## config.mk

```make
export PLATFORM = sky130hd
export DESIGN_NAME = dm_lane_tx_ctrl
export DESIGN_NICKNAME = d
export VERILOG_FILES = /design/src/rtl/dm_lane_tx_ctrl.sv
export SDC_FILE = /design/constraint.sdc
export NUM_CORES = 1
export LEC_CHECK = 0
export BUFFER_PORTS_ARGS = -buffer_cell sky130_fd_sc_hd__buf_2
export CAP_MARGIN = 20
export CELL_PAD_IN_SITES_DETAIL_PLACEMENT = 1
export CELL_PAD_IN_SITES_GLOBAL_PLACEMENT = 1
export CORE_ASPECT_RATIO = 1.75
export CORE_MARGIN = 2
export CORE_UTILIZATION = 47
export CTS_CLUSTER_DIAMETER = 60
export DETAILED_ROUTE_END_ITERATION = 12
export HOLD_SLACK_MARGIN = 0.02
export PLACE_DENSITY_LB_ADDON = 0.1
export SLEW_MARGIN = 15
export SYNTH_ARGS = -nofsm -noshare
export SYNTH_HDL_FRONTEND = slang
export SYNTH_SLANG_ARGS = --single-unit
```

## constraint.sdc

```tcl
create_clock -name FAB_CLK -period 4.2 [get_ports FAB_CLK]
set_clock_uncertainty 0.1 [all_clocks]
set_input_delay 0.42 -clock FAB_CLK [delete_from_list [all_inputs] [get_ports FAB_CLK]]
set_output_delay 0.42 -clock FAB_CLK [all_outputs]
set_load 0.01 [all_outputs]
```

## src/rtl/dm_lane_tx_ctrl.sv

```systemverilog
// DM lane transmit controller: write-latency aligned DM serializer data with OE
// framing, plus an IOD output-delay tap stepping controller.
module dm_lane_tx_ctrl #(
    parameter int unsigned WL_MAX     = 7,
    parameter int unsigned SETTLE_CYC = 3
) (
    input  logic       FAB_CLK,
    input  logic       ARST,
    input  logic       WR_VALID,
    input  logic [7:0] WR_DM,
    input  logic [2:0] WL_DLY,
    output logic [7:0] TX_DATA_0,
    output logic [3:0] OE_DATA_0,
    input  logic       TAP_REQ,
    input  logic [6:0] TAP_TARGET,
    input  logic       TAP_RELOAD,
    output logic       DELAY_LINE_MOVE_0,
    output logic       DELAY_LINE_DIRECTION_0,
    output logic       DELAY_LINE_LOAD_0,
    input  logic       DELAY_LINE_OUT_OF_RANGE_0,
    output logic       TAP_BUSY,
    output logic       TAP_DONE,
    output logic       TAP_ERR,
    output logic [6:0] TAP_CUR
);
    localparam int unsigned PIPE_D = (WL_MAX > 0) ? WL_MAX : 1;
    localparam int unsigned IDX_W  = (PIPE_D > 1) ? $clog2(PIPE_D) : 1;
    localparam int unsigned CNT_W  = (SETTLE_CYC > 1) ? $clog2(SETTLE_CYC) : 1;

    typedef enum logic [2:0] {
        S_IDLE,
        S_LOAD,
        S_STEP,
        S_SETTLE,
        S_DONE,
        S_ERR
    } tap_state_t;

    logic [2:0]        wl_q;
    logic [2:0]        wl_in;
    logic [PIPE_D-1:0] vld_q;
    logic [7:0]        dm_q [PIPE_D];
    logic              tx_vld_q;
    logic              nxt_vld;
    logic [7:0]        nxt_dm;
    logic              look_vld;

    tap_state_t        state_q;
    logic [6:0]        target_q;
    logic [CNT_W-1:0]  cnt_q;

    assign wl_in = (32'(WL_DLY) > WL_MAX) ? 3'(WL_MAX) : WL_DLY;

    // Beat landing on TX next cycle, and the beat one cycle behind it (preamble
    // lookahead). With zero delay there is no earlier copy, so no preamble.
    always_comb begin
        nxt_vld  = WR_VALID;
        nxt_dm   = WR_DM;
        look_vld = 1'b0;
        if (wl_q != 3'd0) begin
            nxt_vld = vld_q[IDX_W'(wl_q - 3'd1)];
            nxt_dm  = dm_q[IDX_W'(wl_q - 3'd1)];
        end
        if (wl_q == 3'd1) begin
            look_vld = WR_VALID;
        end else if (wl_q >= 3'd2) begin
            look_vld = vld_q[IDX_W'(wl_q - 3'd2)];
        end
    end

    // Delay pipe; stages at or beyond the active depth are cleared so a later
    // latency increase never replays stale beats.
    always_ff @(posedge FAB_CLK or posedge ARST) begin
        if (ARST) begin
            wl_q      <= 3'd0;
            vld_q     <= '0;
            tx_vld_q  <= 1'b0;
            TX_DATA_0 <= 8'h00;
            OE_DATA_0 <= 4'h0;
            for (int k = 0; k < PIPE_D; k++) begin
                dm_q[k] <= 8'h00;
            end
        end else begin
            if (!WR_VALID && (vld_q == '0)) begin
                wl_q <= wl_in;
            end
            vld_q[0] <= WR_VALID && (wl_q != 3'd0);
            dm_q[0]  <= WR_DM;
            for (int k = 1; k < PIPE_D; k++) begin
                vld_q[k] <= vld_q[k-1] && (32'(wl_q) > 32'(k));
                dm_q[k]  <= dm_q[k-1];
            end
            tx_vld_q  <= nxt_vld;
            TX_DATA_0 <= nxt_vld ? nxt_dm : 8'h00;
            // Postamble | beat | preamble; gaps of up to two idle cycles close up.
            OE_DATA_0 <= (tx_vld_q || nxt_vld || look_vld) ? 4'hF : 4'h0;
        end
    end

    // Tap controller: pulses are set on the transition into the state that owns them.
    always_ff @(posedge FAB_CLK or posedge ARST) begin
        if (ARST) begin
            state_q                <= S_IDLE;
            target_q               <= 7'd0;
            cnt_q                  <= '0;
            TAP_CUR                <= 7'd1;
            DELAY_LINE_MOVE_0      <= 1'b0;
            DELAY_LINE_DIRECTION_0 <= 1'b0;
            DELAY_LINE_LOAD_0      <= 1'b0;
            TAP_BUSY               <= 1'b0;
            TAP_DONE               <= 1'b0;
            TAP_ERR                <= 1'b0;
        end else begin
            DELAY_LINE_MOVE_0 <= 1'b0;
            DELAY_LINE_LOAD_0 <= 1'b0;
            TAP_DONE          <= 1'b0;
            TAP_ERR           <= 1'b0;
            case (state_q)
                S_IDLE: begin
                    if (TAP_REQ) begin
                        target_q <= TAP_TARGET;
                        if (TAP_RELOAD) begin
                            state_q           <= S_LOAD;
                            DELAY_LINE_LOAD_0 <= 1'b1;
                            TAP_BUSY          <= 1'b1;
                        end else if (TAP_TARGET == TAP_CUR) begin
                            state_q  <= S_DONE;
                            TAP_DONE <= 1'b1;
                        end else begin
                            state_q                <= S_STEP;
                            DELAY_LINE_DIRECTION_0 <= (TAP_TARGET > TAP_CUR);
                            TAP_BUSY               <= 1'b1;
                        end
                    end
                end
                S_LOAD: begin
                    TAP_CUR <= 7'd1;
                    if (target_q == 7'd1) begin
                        state_q  <= S_DONE;
                        TAP_DONE <= 1'b1;
                        TAP_BUSY <= 1'b0;
                    end else begin
                        state_q                <= S_STEP;
                        DELAY_LINE_DIRECTION_0 <= (target_q > 7'd1);
                    end
                end
                S_STEP: begin
                    DELAY_LINE_MOVE_0 <= 1'b1;
                    TAP_CUR           <= DELAY_LINE_DIRECTION_0 ? (TAP_CUR + 7'd1) : (TAP_CUR - 7'd1);
                    cnt_q             <= '0;
                    state_q           <= S_SETTLE;
                end
                S_SETTLE: begin
                    if (DELAY_LINE_OUT_OF_RANGE_0) begin
                        state_q  <= S_ERR;
                        TAP_ERR  <= 1'b1;
                        TAP_BUSY <= 1'b0;
                    end else if (cnt_q == CNT_W'(SETTLE_CYC - 1)) begin
                        if (TAP_CUR == target_q) begin
                            state_q  <= S_DONE;
                            TAP_DONE <= 1'b1;
                            TAP_BUSY <= 1'b0;
                        end else begin
                            state_q                <= S_STEP;
                            DELAY_LINE_DIRECTION_0 <= (target_q > TAP_CUR);
                        end
                    end else begin
                        cnt_q <= cnt_q + CNT_W'(1);
                    end
                end
                S_DONE, S_ERR: state_q <= S_IDLE;
                default:       state_q <= S_IDLE;
            endcase
        end
    end

endmodule

```

-- Word-level counts from Yosys, hierarchy flattened
Index checks and enable logic that the tools add are counted.
- reduce and logical (&&, ||, !) cells: 22
- eq/ne operators: 20
- bitwise operators: 1
- order comparisons: 13
- multiplexer cells: 56
- add/sub/neg operators: 5
- operators with widths (kind ; count):
    1-bit 2-to-1 mux ; 32
    8-bit 2-to-1 mux ; 4
    8-bit binary-select mux with 3-bit select ; 1
    3-bit 2-to-1 mux ; 7
    2-bit != test (second input constant) ; 9
    7-bit == test ; 2
    7-bit greater-than comparator ; 2
    7-bit one-hot mux with 2 select lines ; 1
    3-bit one-hot mux with 4 select lines ; 1
    3-bit greater-than comparator (second input constant) ; 3
    3-bit != test (second input constant) ; 3
    1-bit one-hot mux with 3 select lines ; 3
    1-bit logical AND ; 8
    3-bit by 4-bit < comparator with 1-bit output (second input constant) ; 2
    8-bit AND reduction ; 1
    7-bit by 1-bit adder with 7-bit output (second input constant) ; 1
    7-bit by 1-bit == test with 1-bit output (second input constant) ; 1
    7-bit by 1-bit greater-than comparator with 1-bit output (second input constant) ; 1
    7-bit zero test ; 1
    7-bit 2-to-1 mux ; 1
    7-bit by 1-bit subtractor with 7-bit output (second input constant) ; 1
    1-bit binary-select mux with 3-bit select ; 2
    3-bit by 1-bit == test with 1-bit output (second input constant) ; 2
    3-bit by 2-bit == test with 1-bit output (second input constant) ; 2
    other kinds (20) ; 26
- logic and storage cells: 139
- output and inout port bits: 25
- bits of input ports: 24
- bits in registers: 104

-- Longest topological paths before layout
Gate-level depths: netlist (run 1).
- depth in word-level cells: 7
- mapped depth: 10
- depth with buffers taken out: 7

-- Worst setup path after synthesis (run 1)
Ideal clock, no wire load.
- path type: reg2reg
- start: reg wl_q[0]
- end: reg TX_DATA_0[3]
- cell stages (with the launch flop): 10
- data required time: 4028 ps
- slack: 1696 ps
- arrival: 2332 ps
- clock period less this slack: 2504 ps
- library setup time: 72 ps
- buffers on the path: 2
- cell sequence: dfrtp_1 -> buf_4 -> clkinv_1 -> ha_1 -> buf_4 -> mux2i_1 -> mux4_2 -> nor2_2 -> a21oi_2 -> nor2_1
- word-level cells in the longest chain between the ends: 7
- elaborated cells on any way between the ends: 11
- those cells by class: add/sub (1); mux (8); bitwise (1); reduce/logical (1)
- ends and longest elaborated chain (item ; RTL line ; source):
    start: declaration ; 39 ; logic [2:0] wl_q;
    start signal: assignment ; 85 ; wl_q <= wl_in;
    3-bit by 1-bit subtractor with 3-bit output ; 61, 62 ;
    3-bit NOT with 4-bit output (implied by the code) ; 62 ; nxt_dm = dm_q[IDX_W'(wl_q - 3'd1)];
    8-bit binary-select mux with 3-bit select ; 62 ;
    8-bit 2-to-1 mux (implied by the code) (2 in series) ; 62 ;
    8-bit 2-to-1 mux ; 60 ; if (wl_q != 3'd0) begin
    8-bit 2-to-1 mux (*) ; 94 ; TX_DATA_0 <= nxt_vld ? nxt_dm : 8'h00;
    end signal: assignment ; 94 ;
    end: declaration ; 12 ; output logic [7:0] TX_DATA_0,
Mark *: on every way between the ends. The rest lies on a longest branch, timed or not. The select of a mux whose other input is x is not followed.
A chain may end at the register's enable or synchronous reset.

-- Final worst setup path (run 1)
- start: reg wl_q[0]
- end: reg TX_DATA_0[7]
Same word-level chain as after synthesis.

==> flow_summary.yaml, run 1 <==
status:
  status: "completed"
placement:
  dp_hpwl_um: 8430
  gp_congestion: 0.800
  postPlaceCellArea_um2: 4990
  port_buffers: 48
  place_worst_setup_slack_ns: 1.29
pwr:
  vdd_drop_max_mv: 0.452
  powerDensity_nw_per_um2: 788
  p_total_w: 0.00416
  p_leak_nw: 2.42
synth:
  ys_types: 56
  ys_seq_area_share_pct: 54.4
  avgSynthCellArea_um2: 12.0
  synth_fa_ha_area_share_pct: 8.24
  synthMuxAreaShare_pct: 10.4
  netlist_top_cells_count: "dfrtp_1 (100), ha_1 (29), nand2_1 (24)"
  synth_top_family_by_area: "compound AO/OA/AOI/OAI gates"
  synth-edff-count: 0
  ys.warnings.count: 0
  synthFlopType: "dfrtp_1"
  synth_compound_area_share_pct: 12.0
  syn_area_um2: 4650
  ys_seq_elements: 101
  synth_top_cell_by_area: "dfrtp_1"
  synth_top_cell_area_share_pct: 53.9
  yosysMostFrequentCell: "dfrtp_1"
  yosys-top-cells-area: "dfrtp_1 (54%), ha_1 (7.8%), mux4_2 (4.8%)"
  syn_nets: 440
  syn_inst: 386
  synth_xor_area_share_pct: 0.727
  synthSimpleGateAreaFrac_pct: 10.7
  ys_async_sr_fraction_pct: 100
die:
  fp.dieW_um: 79.2
  rows: 48
  die_area_um2: 10700
  die_h_um: 136
  initial_core_util_pct: 47.8
  num_io_pins: 49
  core-area_um2: 9730
sta:
  period_share_pct: 69.4
  drv_slew: 0
  finalHoldViolCount: 0
  worstMarginPinSlew_ns: 0.972
  rsz0062_at_grt: "false"
  max_slew_margin_pct: 35.2
  post-route-min-period_ns: 2.91
  setup_viol_count_final: 0
  fmax_mhz: 343
  tns_ns: 0
  worst_slack_ns: 1.29
setup_path:
  critPathTopFamily: "simple AND/OR/NAND/NOR gates"
  critical_path_buf_inv_count: 2
  setup.worst_path.class: "reg -> reg"
  cp.arrival_ns: 3.08
  cpPeakStageDelay_ns: 0.57
  crit_chain: "clkinv_1 > ha_1 > buf_4 > nor2b_1 > a22oi_1 > a211oi_1 > a21oi_1 > nor2_1"
  cp-startpoint: "wl_q[0]"
  cp-end-kind: "flop"
  crit_path_start_kind: "flop"
  worstPathRequired_ns: 4.37
  reg2reg_from: "wl_q[0]"
  path_max_fanout: 16
  slowest_stage: "ha_1"
cts:
  cts_resized: 0
  clkLatencyLatePin_ns: 0.34
  ctsLongestPathBuffers: 2
  root_buffer: "clkbuf_16"
  htree_num_levels: 3
  ctsHoldBuffers: 0
  numCtsBuffers: 9
  cts_tree: "built"
  clock_sinks: 101
  clkTransAtPathRegs_ns: 0.07
  post-cts-setup-buffer-count: 0
cells_and_area:
  area_growth_pct: 13.5
  nets: 487
  diodes: 0
  final_area_um2: 5270
  layout-drive-gt1-share_pct: 22.8
global_routing:
  grt.met1_usage_pct: 24.1
  track_usage_pct: 23.0
  grt_pass1_vias: 3666
  grt-busiest-layer: "met2"
  grt_pass1_wl_um: 18700
  grt_use_met3_pct: 3.73
  antenna_found_initial: 0
  use_met2_pct: 43.7
  grt_overflow: 0
  grt_max_degree: 81
flow_run:
  maxCapViolCount: 0
detailed_routing:
  antenna_left: 0
  dr.pass1.iters: 4
  viasPerCell: 5.75
  wirelength_um: 11200
  drc: 0
  vias: 3235
  drtIter0Drc: 79
  wl_per_cell_um: 19.9
worst_hold_path:
  hold_path.class: "in -> reg"
  hold_path_startpoint: "WR_DM[4]"
## layout make-up
cell class                      count  area [um^2]
Clock buffer                       10          239
Clock inverter                      6         46.3
Fill cell                        1068         4460
Inverter                           20         77.6
Multi-Input combinational cell    249         1960
Sequential cell                   101         2530
Tap cell                          125          156
Timing Repair Buffer               52          270
## layout by cell type (no fill, tap or decap), types with 4 or more instances in the layout
cell type and count:
nor2_1 20, dfrtp_1 100, nand3_1 11, buf_4 4
buf_2 48, mux2i_1 11, mux4_2 10, clkbuf_16 9
nor3_1 9, a21oi_1 12, nor2b_1 7, o31ai_1 10
ha_1 29, o21ai_0 20, a211oi_1 9, o211ai_1 8
a22oi_1 4, inv_1 18, nor4_1 5, nand2_1 24
mux2_2 13
## per-layer routing
layer  wire (um)  up-vias
li1            -     1492
met1        4090     1666
met2        6460       52
met3         270       25
met4         408        0
met5           0        -
## cell families (layout without fill, tap and decap cells)
kind of cell | after synthesis | count (layout)
flops | 101 | 101
compound gates | 83 | 83
buf+inv | 36 | 88
xor+xnor | 3 | 3
fa+ha+maj | 30 | 30
mux | 34 | 34
simple gates | 99 | 99
## registers in the layout, indices dropped and copies added (netlist names), 2 cells and up
register   cells
dm_q          56
TX_DATA_0      8
TAP_CUR        7
target_q       7
vld_q          7
state_q        3
wl_q           3
cnt_q          2
## final timing paths
kind,to,slack (ns),depth (start not counted)
setup / recovery,TX_DATA_0[7],1.29,8
hold / removal,dm_q[52],0.1,1
setup reg to reg,TX_DATA_0[7],1.29,8
hold reg to reg,dm_q[27],0.27,0
max in group asynchronous,TX_DATA_0[0],2.98,3
min in group asynchronous,dm_q[47],0.19,2
## power breakdown
part	total [W]	switching, W	leakage, nW	internal, W
clock	0.000787	0.000366	0.135	0.000421
sequential	0.00139	0.000227	1.23	0.00117
combinational	0.00198	0.00111	1.06	0.000870
total	0.00416	0.00170	2.42	0.00246
## per-stage QoR
step / cells / hold WS (ns) / utilization [%]
2_1_floorplan: 386 / 0.249 / -
3_3_place_gp: 547 / 0.252 / 51.3
3_5_place_dp: 547 / 0.259 / 51.3
4_1_cts: 563 / 0.0919 / 54.2
5_1_grt: 563 / 0.0875 / 54.2
6_report: 563 / 0.0988 / 54.2
(Power assumes the default switching activity.)
==> run 2: changes to the inputs <==
- clock period: 4.2 -> 3 ns (I/O delays scaled with it)
==> run 2 against run 1 <==
The run now ends with hold timing left; global-route usage decreased by 0.35 points; register-to-register slack got worse by 1.0 ns; combinational power increased by 44%; sequential share of layout area decreased by 1.2 points; worst setup slack got worse by 1.0 ns; clock-buffer cell count decreased by 1; sequential power increased by 40%; worst hold slack got worse by 0.13 ns; core utilization increased by 1.4 points; non-clock buffer count increased by 12; flip-flop and latch count unchanged; wire length increased by 0.20%; highest routed layer unchanged.
==> flow_summary.yaml, run 2 (synthesis gave the netlist of run 1 again) <==
status:
  status: "finished, violations left"
  violations: "hold timing"
cells_and_area:
  diodes: 0
  layout-drive-gt1-share_pct: 23.1
  postLayoutCoreUtil_pct: 55.6
  nets: 499
  area_growth_pct: 16.5
  final_common_cell: "dfrtp_1"
  largest-register: "dm_q"
  largestRegisters: "dm_q x56, TX_DATA_0 x8"
  final_cell_mix: "dfrtp_1 (100), buf_2 (48), ha_1 (29)"
  largest_register_ffs: 56
  n_fill_cell: 1064
setup_path:
  r2r_slack_ns: 0.25
  path_max_fanout: 11
  cp-startpoint: "wl_q[1]"
  crit_chain: "inv_1 > ha_1 > nor2b_1 > a22oi_1 > a211oi_1 > a21oi_1 > nor2_1"
  endpoint: "TX_DATA_0[3]"
  cpPeakStageDelay_ns: 0.61
  worstPathRequired_ns: 3.18
  critical_path_buf_inv_count: 1
  setup.worst_path.class: "reg -> reg"
  reg2reg_from: "wl_q[1]"
  rr_endpoint: "TX_DATA_0[3]"
  cp.arrival_ns: 2.93
  critPathTopFamily: "simple AND/OR/NAND/NOR gates"
  crit_path_start_kind: "flop"
  cp.depth: 7
  reg2reg_depth: 7
  slowest_stage: "ha_1"
  cp-end-kind: "flop"
sta:
  period_share_pct: 91.8
  finalHoldViolCount: 11
  max_slew_margin_pct: 58.1
  tns_ns: 0
  drv_slew: 0
  rsz0062_at_grt: "false"
  setup_viol_count_final: 0
  timing.hold.ws_ns: -0.0321
  fmax_mhz: 363
  worstMarginPinSlew_ns: 0.627
  post-route-min-period_ns: 2.75
cts:
  root_buffer: "clkbuf_16"
  clock_sinks: 101
  ctsLongestPathBuffers: 2
  ctsHoldBuffers: 8
  cts_resized: 0
  numCtsBuffers: 9
  clkLatencyLatePin_ns: 0.35
  htree_num_levels: 3
  post-cts-setup-buffer-count: 0
  clkTransAtPathRegs_ns: 0.08
  cts_tree: "built"
global_routing:
  grt_overflow: 0
  grt_pass1_vias: 3572
  antenna_found_initial: 0
  grt_pass1_wl_um: 18200
  grt_max_degree: 102
  track_usage_pct: 22.7
die:
  rows: 48
  die_h_um: 136
  core-area_um2: 9730
  fp.dieW_um: 79.2
  initial_core_util_pct: 47.8
  num_io_pins: 49
  die_area_um2: 10700
placement:
  port_buffers: 48
  gp_congestion: 0.918
  dp_hpwl_um: 8250
pwr:
  p_leak_nw: 2.49
  power.switching_w: 0.00245
  clockPowerShare_pct: 19.5
  p_seq_share_pct: 32.6
  p_int_w: 0.00350
  p_comb_share_pct: 47.9
  netSwitchingFraction_pct: 41.2
  vdd_drop_max_mv: 0.639
  powerDensity_nw_per_um2: 1100
detailed_routing:
  vias: 3260
  viasPerCell: 5.67
  wl_per_cell_um: 19.6
  wirelength_um: 11200
  drc: 0
  dr.pass1.iters: 4
  drtIter0Drc: 89
  antenna_left: 0
flow_run:
  maxCapViolCount: 0
worst_hold_path:
  hold_path.class: "in -> async"
## run 2: cell types whose count changed in the layout (fill, tap and decap cells not counted)
cell / before / now
clkinv_2: 1 / 0
clkinv_8: 0 / 1
dlygate4sd3_1: 0 / 8
clkbuf_8: 1 / 0
inv_8: 0 / 3
clkinv_4: 2 / 1
buf_4: 4 / 7
inv_4: 1 / 0
buf_12: 0 / 1
## run 2: power by group through the flow
stage               Combinational, W  Clock (W)  Sequential, W
floorplan                    0.00211          0        0.00188
global placement             0.00275          0        0.00195
detailed placement           0.00283          0        0.00196
CTS                          0.00289    0.00118        0.00194
global route                 0.00319    0.00123        0.00198
finish                       0.00285    0.00116        0.00194
## run 2: routing by layer
metal  global-route usage [%]  share of wire (%)  vias to the layer above
met5                        0                  0                        -
met2                     42.9                 58                       63
met1                     23.8                 36                     1649
met4                     11.7                3.6                        0
li1                         -                  -                     1521
met3                     2.87                2.4                       27
## run 2: through the flow
stage / setup slack, ns / area [um^2] / hold slack, ns / std cells / total power, W
after floorplan: 0.496 / 4650 / 0.231 / 386 / 0.00400
after global placement: 0.452 / 5030 / 0.253 / 551 / 0.00470
after detailed placement: 0.292 / 5030 / 0.259 / 551 / 0.00478
after CTS: 0.212 / 5410 / 0.0282 / 575 / 0.00601
after global routing: 0.0278 / 5410 / 0.0575 / 575 / 0.00640
final: 0.246 / 5410 / -0.0321 / 575 / 0.00595
## run 2: area by class of cell
type / count / area [um^2] / share of cell area, %
Timing Repair Buffer: 64 / 393 / 7.26
Sequential cell: 101 / 2530 / 46.7
Inverter: 20 / 78.8 / 1.46
Tap cell: 125 / 156 / 2.89
Clock inverter: 7 / 75.1 / 1.39
Clock buffer: 9 / 225 / 4.16
Multi-Input combinational cell: 249 / 1960 / 36.1
## run 2: worst min path at each step
stage,startpoint,cells past startpoint,to
3_3_place_gp,dm_q[33],0,dm_q[25]
2_1_floorplan,WR_DM[0],0,dm_q[48]
6_report,ARST,3,TAP_BUSY
4_1_cts,ARST,3,TAP_BUSY
3_5_place_dp,dm_q[41],0,dm_q[33]
5_1_grt,ARST,3,TAP_DONE
## run 2: tightest hold or removal path: cells and delay by family
| kind | cells | cell delay, ns |
|---|---|---|
| buf+inv | 3 | 0.56 |
==> run 3: changes to the inputs <==
- ABC_AREA: not set -> 1
- CORE_UTILIZATION: 47 -> 25
- REMOVE_ABC_BUFFERS: not set -> 1
==> run 3 against run 2 <==
The flow now finishes without violations; flip-flop and latch count did not move; maximum frequency is 18% higher; critical path depth stayed put; clock-buffer cell count up 1; wire length up 21%; final area increased by 5.5%; register-to-register slack improved by 0.43 ns; synthesized cell count is 37% higher; critical path type unchanged; highest routed layer unchanged.
==> flow_summary.yaml, run 3 <==
synth:
  netlist_top_cells_count: "nand2_1 (124), dfrtp_1 (100), nand3_1 (54)"
  synth-edff-count: 0
  ys_types: 37
  ys_async_sr_fraction_pct: 100
  synthFlopType: "dfrtp_1"
  ys_seq_elements: 101
  yosys-top-cells-area: "dfrtp_1 (52%), nand2_1 (9.7%), ha_1 (7.6%)"
  synth_top_cell_area_share_pct: 52.1
  ys_seq_area_share_pct: 52.7
  syn_inst: 529
  yosysMostFrequentCell: "nand2_1"
  avgSynthCellArea_um2: 9.07
  ys.warnings.count: 0
  syn_area_um2: 4800
  synth_top_cell_by_area: "dfrtp_1"
placement:
  gp_congestion: 0.789
  dp_hpwl_um: 10100
  port_buffers: 48
  dp.cells: 806
die:
  rows: 67
  die_h_um: 187
  fp.dieW_um: 109
  num_io_pins: 49
  die_area_um2: 20400
  initial_core_util_pct: 25.2
  core-area_um2: 19000
cells_and_area:
  layout-drive-gt1-share_pct: 15.8
  final_cell_mix: "nand2_1 (124), dfrtp_1 (100), nand3_1 (54)"
  largest_register_ffs: 56
  largest-register: "dm_q"
  area_growth_pct: 19.0
  finalNonFillerCells: 830
  diodes: 0
  nets: 639
  largestRegisters: "dm_q x56, TX_DATA_0 x8"
  n_fill_cell: 2205
  final_common_cell: "nand2_1"
cts:
  numCtsBuffers: 9
  cts_tree: "built"
  clock_sinks: 101
  post-cts-setup-buffer-count: 0
  clkLatencyLatePin_ns: 0.36
  clkTransAtPathRegs_ns: 0.07
  root_buffer: "clkbuf_16"
  htree_num_levels: 3
  ctsLongestPathBuffers: 2
sta:
  rsz0062_at_grt: "false"
  post-route-min-period_ns: 2.32
  fmax_mhz: 430
  max_slew_margin_pct: 54.6
  period_share_pct: 77.5
  setup_viol_count_final: 0
  finalHoldViolCount: 0
  drv_slew: 0
  worstMarginPinSlew_ns: 0.675
detailed_routing:
  wl_per_cell_um: 16.4
  drtIter0Drc: 74
  viasPerCell: 4.52
  wirelength_um: 13700
  dr.pass1.iters: 4
  antenna_left: 0
  vias: 3752
  drc: 0
status:
  status: "completed"
setup_path:
  setup.worst_path.class: "reg -> reg"
  crit_path_start_kind: "flop"
  r2r_slack_ns: 0.68
  path_max_fanout: 26
  cp-end-kind: "flop"
  cp.arrival_ns: 2.50
  worstPathRequired_ns: 3.17
pwr:
  powerDensity_nw_per_um2: 1150
  vdd_drop_max_mv: 0.515
  p_leak_nw: 2.81
  p_total_w: 0.00659
global_routing:
  grt_pass1_wl_um: 22700
  antenna_found_initial: 0
  grt_pass1_vias: 4349
  grt_max_degree: 54
  track_usage_pct: 14.7
  grt_overflow: 0
flow_run:
  maxCapViolCount: 0
worst_hold_path:
  hold_path.class: "in -> reg"
==> run 3: final cells by class <==
cell class | instances | area, um^2 | area share [%]
Sequential cell | 101 | 2530 | 44.3
Inverter | 56 | 213 | 3.72
Multi-Input combinational cell | 355 | 1950 | 34.2
Clock buffer | 10 | 229 | 4.01
Clock inverter | 5 | 108 | 1.88
Tap cell | 241 | 302 | 5.28
Timing Repair Buffer | 62 | 380 | 6.66
==> run 3: path summary, 6_finish.rpt <==
path / cells past startpoint / start / end
max in group asynchronous: 4 / ARST / dm_q[8]
hold reg to reg: 0 / dm_q[25] / dm_q[17]
setup reg to reg: 7 / wl_q[1] / TX_DATA_0[4]
hold / removal: 3 / WL_DLY[2] / wl_q[2]
setup / recovery: 7 / wl_q[1] / TX_DATA_0[4]
min in group asynchronous: 3 / ARST / TAP_CUR[5]
==> run 3: logic make-up after synthesis <==
kind of cell,Yosys count,share of synthesized area [%]
xor gates and xnor gates,4,1.28
and+or+nand+nor,240,22.1
muxes,3,0.704
adders and majority gates,30,7.98
AOI/OAI and AO/OA,78,8.65
DFF,101,52.7
buffers and inverters,73,6.62
==> run 3: power by group <==
group / switching [W] / total [W] / internal [W] / leakage (nW)
Sequential: 0.000254 / 0.00191 / 0.00165 / 1.22
Clock: 0.000530 / 0.00135 / 0.000816 / 0.163
Combinational: 0.00219 / 0.00334 / 0.00115 / 1.43
==> run 3: metrics by stage <==
step	util (%)	TNS (ns)	hold WS [ns]	cell area, um^2	worst slack [ns]
3_3_place_gp	27.8	0	0.254	5290	0.768
4_1_cts	30.0	0	0.0487	5710	0.651
5_1_grt	30.0	0	0.0790	5710	0.487
6_report	30.0	0	0.0651	5710	0.676
3_5_place_dp	27.8	0	0.261	5290	0.675
2_1_floorplan	-	-4.55	0.231	4690	-0.0455
==> run 3: worst max-delay path, stage by stage, from the launching register on <==
cell	delay, ns
dfrtp_1	0.43
inv_1	0.24
ha_1	0.31
inv_2	0.40
nand3_1	0.21
nand3_4	0.15
nand3_2	0.18
a21oi_1	0.20
==> run 3: metal layers <==
metal	vias up	share of wire [%]	GRT usage [%]
li1	1832	-	-
met1	1864	38	15.4
met2	40	58	28.0
met3	16	2.5	3.31
met4	0	1.6	4.68
met5	-	0	0
==> run 3: repair_timing <==
item	4_1_cts	5_1_grt
endpoints found under the hold margin	55	0
hold buffers	9	0
resized for setup	0	0
